**config.mk**
```make
export PLATFORM = sky130hd
export DESIGN_NAME = interp_rate_ctrl
export DESIGN_NICKNAME = d
export VERILOG_FILES = /design/src/rtl/interp_rate_ctrl.sv
export SDC_FILE = /design/constraint.sdc
export NUM_CORES = 1
export LEC_CHECK = 0
export BUFFER_PORTS_ARGS = -buffer_cell sky130_fd_sc_hd__buf_2
export CORE_ASPECT_RATIO = 0.9
export CORE_MARGIN = 5
export CORE_UTILIZATION = 57
export DETAILED_ROUTE_END_ITERATION = 8
export PLACE_DENSITY = 0.93
export REMOVE_ABC_BUFFERS = 1
export SLEW_MARGIN = 0
export SYNTH_ARGS = -nofsm -noshare
export SYNTH_HDL_FRONTEND = slang
export SYNTH_SLANG_ARGS = --single-unit
```
**constraint.sdc**
```tcl
create_clock -name clock -period 3 [get_ports clock]
set_clock_uncertainty 0.1 [all_clocks]
set_input_delay 0.6 -clock clock [delete_from_list [all_inputs] [get_ports clock]]
set_output_delay 0.6 -clock clock [all_outputs]
set_load 0.03 [all_outputs]
```
**src/rtl/interp_rate_ctrl.sv**
```systemverilog
// interp_rate_ctrl: one-deep sample buffer plus fixed-rate load scheduler for
// the interpolator. Issues one sample every OSR clocks and repeats the last
// sample when the source starves.
module interp_rate_ctrl #(
  parameter int unsigned OSR       = 8,
  parameter int unsigned VIN_BITS  = 15,
  parameter int unsigned UNDER_LIM = 4,
  localparam int unsigned CNT_W    = $clog2(OSR)
) (
  input  logic                clock,
  input  logic                reset,
  input  logic                enable,
  input  logic                s_valid,
  output logic                s_ready,
  input  logic [VIN_BITS-1:0] s_data,
  output logic                load,
  output logic [VIN_BITS-1:0] v_out,
  output logic [CNT_W-1:0]    phase,
  output logic                running,
  output logic                underrun,
  input  logic                underrun_clr
);

  localparam int unsigned MISS_W = 4;

  typedef enum logic [1:0] {
    ST_IDLE  = 2'd0,
    ST_PRIME = 2'd1,
    ST_RUN   = 2'd2
  } state_e;

  state_e              state_q, state_d;
  logic [VIN_BITS-1:0] smp_q, smp_d;
  logic                smp_full_q, smp_full_d;
  logic                load_q, load_d;
  logic [VIN_BITS-1:0] v_out_q, v_out_d;
  logic [CNT_W-1:0]    phase_q, phase_d;
  logic                underrun_q, underrun_d;
  logic [MISS_W-1:0]   miss_q, miss_d;
  logic                accept, boundary, miss_lim, ur_set;

  // Ready never depends on s_valid, and is low while the buffer is occupied
  // so an accept can never collide with a load out of the buffer.
  assign s_ready  = !smp_full_q && !reset;
  assign accept   = s_valid && s_ready;
  assign boundary = (phase_q == CNT_W'(OSR - 1));
  assign miss_lim = (miss_q == MISS_W'(UNDER_LIM));

  assign load     = load_q;
  assign v_out    = v_out_q;
  assign phase    = phase_q;
  assign running  = (state_q == ST_RUN);
  assign underrun = underrun_q;

  // State register
  always_ff @(posedge clock) begin
    if (reset) state_q <= ST_IDLE;
    else       state_q <= state_d;
  end

  // Next-state logic; RUN leaves only at a period boundary or after the
  // starvation limit has been counted.
  always_comb begin
    state_d = state_q;
    unique case (state_q)
      ST_IDLE:  if (enable) state_d = ST_PRIME;
      ST_PRIME: begin
        if (!enable)         state_d = ST_IDLE;
        else if (smp_full_q) state_d = ST_RUN;
      end
      ST_RUN: begin
        if (miss_lim)                 state_d = ST_PRIME;
        else if (boundary && !enable) state_d = ST_IDLE;
      end
      default:  state_d = ST_IDLE;
    endcase
  end

  // Datapath/output next values: buffer fill, load strobe, phase, misses
  always_comb begin
    smp_d      = smp_q;
    smp_full_d = smp_full_q;
    load_d     = 1'b0;
    v_out_d    = v_out_q;
    phase_d    = phase_q;
    miss_d     = miss_q;
    ur_set     = 1'b0;

    if (accept) begin
      smp_d      = s_data;
      smp_full_d = 1'b1;
    end

    unique case (state_q)
      ST_IDLE: phase_d = '0;
      ST_PRIME: begin
        phase_d = '0;
        if (enable && smp_full_q) begin
          load_d     = 1'b1;
          v_out_d    = smp_q;
          smp_full_d = 1'b0;
          miss_d     = '0;
        end
      end
      ST_RUN: begin
        phase_d = phase_q + CNT_W'(1);
        if (miss_lim) begin
          phase_d = '0;
          miss_d  = '0;
        end else if (boundary && enable) begin
          load_d = 1'b1;
          if (smp_full_q) begin
            v_out_d    = smp_q;
            smp_full_d = 1'b0;
            miss_d     = '0;
          end else begin
            ur_set = 1'b1;
            if (!miss_lim) miss_d = miss_q + MISS_W'(1);
          end
        end
      end
      default: phase_d = '0;
    endcase

    // A fresh underrun wins over a simultaneous clear
    if (ur_set)            underrun_d = 1'b1;
    else if (underrun_clr) underrun_d = 1'b0;
    else                   underrun_d = underrun_q;
  end

  // Datapath registers
  always_ff @(posedge clock) begin
    if (reset) begin
      smp_q      <= '0;
      smp_full_q <= 1'b0;
      load_q     <= 1'b0;
      v_out_q    <= '0;
      phase_q    <= '0;
      underrun_q <= 1'b0;
      miss_q     <= '0;
    end else begin
      smp_q      <= smp_d;
      smp_full_q <= smp_full_d;
      load_q     <= load_d;
      v_out_q    <= v_out_d;
      phase_q    <= phase_d;
      underrun_q <= underrun_d;
      miss_q     <= miss_d;
    end
  end

endmodule

```
# --- Word-level counts from Yosys, hierarchy flattened ---
# Cells that the tools add are included.
totals:
  register_bits: 42
op_classes:
  mux: 32
  reduce_logical: 15
  eq_ne: 12
  n_addsub: 2
  bitwise_logic: 1
op_table:
  columns: ["cell", "count"]
  rows:
  - ["$mux W15", 4]
  - ["$pmux W15 S2", 1]
  - ["$mux W4", 4]
  - ["$mux W1", 14]
  - ["$mux W2", 5]
  - ["$pmux W4 S2", 1]
  - ["$ne A2 B2 Y1 const B", 3]
  - ["$ne A3 B1 Y1 const B", 2]
  - ["$pmux W2 S3", 1]
  - ["$reduce_and A3 Y1", 2]
  - ["$logic_and A1 B1 Y1", 5]
  - ["$reduce_and A5 Y1", 1]
  - ["$add A4 B1 Y4 const B", 1]
  - ["$eq A4 B3 Y1 const B", 1]
  - ["$ne A2 B1 Y1 const B", 2]
  - ["$pmux W1 S2", 2]
  - ["$reduce_bool A2 Y1", 2]
  - ["$add A3 B1 Y3 const B", 1]
  - ["$eq A3 B3 Y1 const B", 1]
  - ["$logic_not A1 Y1", 3]
  - ["$ne A3 B3 Y1 const B", 1]
  - ["$reduce_or A3 Y1", 1]
  - ["$eq A2 B1 Y1 const B", 1]
  - ["$eq A2 B2 Y1 const B", 1]
  - ["other kinds (2)", 2]

# --- Logic depth before layout (Yosys ltp) ---
depth:
  depth_word: 8
  depth_mapped: 8

# --- Worst setup path before layout ---
# No wires, ideal clock.
synth_timing:
  kind: "input to register"
  startpoint: "input port reset"
  endpoint: "register smp_q[14]"
  stages: 6
  t_required_ps: 2770
  setup_time_ps: 130
  arrival_time_ps: 1934
  setup_slack_ps: 835
  path_buffers: 3
  path_cell_list: "clkbuf_1 nor2_1 and2_1 clkbuf_1 clkbuf_1 o21ai_0"
synth_between:
  elab_chain_cells: 3
synth_lines:
  columns: ["item", "line_no", "rtl"]
  rows:
  - ["start: declaration", "11", "input logic reset,"]
  - ["$logic_not A1 Y1", "44", "assign s_ready = !smp_full_q && !reset;"]
  - ["$logic_and A1 B1 Y1", "44", null]
  - ["named net s_ready", "14", "output logic s_ready,"]
  - ["$logic_and A1 B1 Y1", "45", "assign accept = s_valid && s_ready;"]
  - ["end signal: assignment", "142", "smp_q <= smp_d;"]
  - ["end: declaration", "33", "logic [VIN_BITS-1:0] smp_q, smp_d;"]
# The timed path passes the listed nets, and every way through them passes these cells.
# A chain may end at the register's enable or synchronous reset.

# --- Worst setup path in the final report ---
layout_timing:
  startpoint: "register state_q[0]"
  endpoint: "output port running"
layout_between:
  elab_chain_cells: 1
layout_lines:
  columns: ["item", "line_no", "rtl"]
  rows:
  - ["start: declaration", "32", "state_e state_q, state_d;"]
  - ["start signal: assignment", "58", "else state_q <= state_d;"]
  - ["$eq A2 B2 Y1", "52", "assign running = (state_q == ST_RUN);"]
  - ["end: declaration", "19", "output logic running,"]
# No other way between the ends.

==> impl_metrics.ini <==
[clock_tree]
cts_max_path_buffers = 2
numCtsBuffers = 5
htreeDepth = 2
clk_pin_slew_ps = 120
clock_latency_ps = 350
clock_sinks = 42
post_cts_buffers = 0
tritoncts = yes
cts_hold_buffers = 0
cts_resized = 0
clockRootBuffer = clkbuf_4

[drt]
first_pass_iters = 4
post_drt_wl_per_cell_um = 13.8
drt_iter0_drc = 121
drc_errors = 0
num_vias = 1704
ant_nets = 0
viasPerCell = 5.66
drt_wl_total_mm = 4.16

[setup_path]
critPathLaunchType = flip-flop
endpoint_kind = primary output
arrival_ps = 1440
cp_max_fo = 10
cp.required_ps = 2300
path_class = flip-flop to primary output

[sta]
slew_headroom_pct = 57.8
finalHoldViolations = 0
tightest_slew_ps = 632
setup-violations-final = 0
fin_crit_sh_pct = 71.3
rsz0062_at_grt = no
finalCriticalPeriod_ps = 2140
fmax_ghz = 0.468
fin_ws_ps = 861
drv_slew = 0
tns_ps = 0

[placed_design]
io_buffers = 41
hpwl_mm = 2.93
gp_congestion = 0.812
dp_slack_ps = 956

[finish]
fin_util_pct = 68.9
nNetsFinal = 286
area_delta_synth_final_pct = 15.9
register_area_um2 = 841
antenna-diode-count = 0
layout_common_cells = dfxtp_1, buf_2, o21ai_0, nand2_1, a21oi_1
final_common_cell = dfxtp_1
multi_input_area_um2 = 893
drive_gt1_share_pct = 20.8
fillCellCount = 285

[pwr]
p_sw_uw = 369
power.density_mw_per_mm2 = 570
clkPwrFrac_pct = 29.3
p_int_uw = 845
power_leakage_uw = 0.000871
power_frac_seq_pct = 50.7
p_sw_share_pct = 30.4
ir_drop_uv = 433
combPwrFrac_pct = 20.0

[synth]
ys_seq_area_share_pct = 45.7
synth_area_per_cell_um2 = 8.28
synth-seq-cells = 42
yosysWarningCount = 0
synth_cells = 222
netlist_area_mm2 = 0.00184
yosysTopAreaCell = dfxtp_1
synthTopCellsByArea = dfxtp_1, o21ai_0, nand2_1, a21oi_1, ha_1
synth.distinct_cells = 34
yosysTopAreaCellShare_pct = 45.7

[floorplanning]
core_area_mm2 = 0.00309
dieArea_mm2 = 0.00446
die_w_um = 69.9
initial_core_util_pct = 59.5
fp.dieH_um = 63.9
row_count = 19
ios = 42

[run_status]
status = finished, final reports clean

[hold_path]
worstHoldPathType = input pin to flip-flop

[flow_run]
max_cap_viol_count = 0

[grt]
grt_pass1_vias = 1582
antenna_found_initial = 0
track_usage_pct = 19.1
grt_pass1_wl_mm = 6.96
grt_max_degree = 33
grt_overflow_total = 0
## synthesized netlist by cell type
cell type  instances
o211ai_4           1
a21oi_1           21
o31ai_1            1
a211o_1            2
clkinv_1           1
a21o_1             1
nor2b_1            1
a311o_1            1
nor2_1             4
and2_1             1
o21ai_2            1
nand2_1           32
o211a_1            1
nor3_1             5
inv_1              9
o21a_1             1
buf_2              3
buf_6              1
or4_1              2
nor3b_1            3
or4b_1             1
ha_1               8
a32oi_1            2
o21ai_0           36
o31ai_2            1
nand2b_1           4
nand3_1           20
a221oi_1           1
nand3b_1           1
clkbuf_1          11
o211ai_1           1
dfxtp_1           42
and3b_1            1
a32o_1             1
## worst max-delay path: stages, from the launching register on
cell and delay, ps:
dfxtp_1 370, inv_1 90, ha_1 360, buf_2 270
## through the flow
step / hold WS, ps / instance area, um2 / instances / power (uW)
5_1_grt: 325 / 2130 / 301 / 1270
4_1_cts: 327 / 2130 / 301 / 1220
6_report: 336 / 2130 / 301 / 1210
3_3_place_gp: 344 / 2050 / 293 / 857
3_5_place_dp: 351 / 2050 / 293 / 868
2_1_floorplan: 336 / 1770 / 207 / 783
## power groups by stage
stage          Sequential [uW]  Combinational (uW)  Clock, uW
6_report                   616                 243        355
4_1_cts                    615                 242        363
3_3_place_gp               626                 231          0
5_1_grt                    621                 269        385
2_1_floorplan              644                 139          0
3_5_place_dp               627                 241          0
## final timing paths
kind                                  from        end  slack, ps  depth (start not counted)
worst max-delay path            state_q[0]    running        860                          3
worst min-delay path             s_data[2]   smp_q[2]        340                          3
worst max register to register  state_q[0]  v_out[13]        960                          6
worst min register to register    smp_q[1]   smp_q[1]        370                          2
## final cells by class
class                      instances  area share, %
tap                               42           2.47
sequential                        42           39.5
inverter                          10           1.76
timing repair buffer              44           10.7
multi-input combinational        155           41.9
clock inverter                     2           1.76
clock buffer                       6           1.94
## state kept, by name (all words and copies together), names as in the netlist
signal / count
phase: 3
underrun: 1
smp_full_q: 1
miss_q: 4
v_out: 15
state_q: 2
load: 1
smp_q: 15
## cells by family (layout without fill, tap and decap cells)
| kind of cell | Yosys count | after routing | share of synthesized area (%) |
|---|---|---|---|
| AOI/OAI and AO/OA | 72 | 72 | 23.5 |
| adders and majority gates | 8 | 8 | 5.44 |
| buffers and inverters | 25 | 62 | 5.71 |
| DFF | 42 | 42 | 45.7 |
| and+or+nand+nor | 75 | 75 | 19.7 |
## per-layer routing
metal  track usage [%]  part of all wire [%]  vias to the layer above
met4              8.13                   2.0                        0
met1              22.1                    43                      795
met5                 0                     0                        -
met3              5.33                   6.5                        9
li1                  -                     -                      851
met2              33.1                    49                       49
Note: power is estimated with default switching activity, not from simulation.
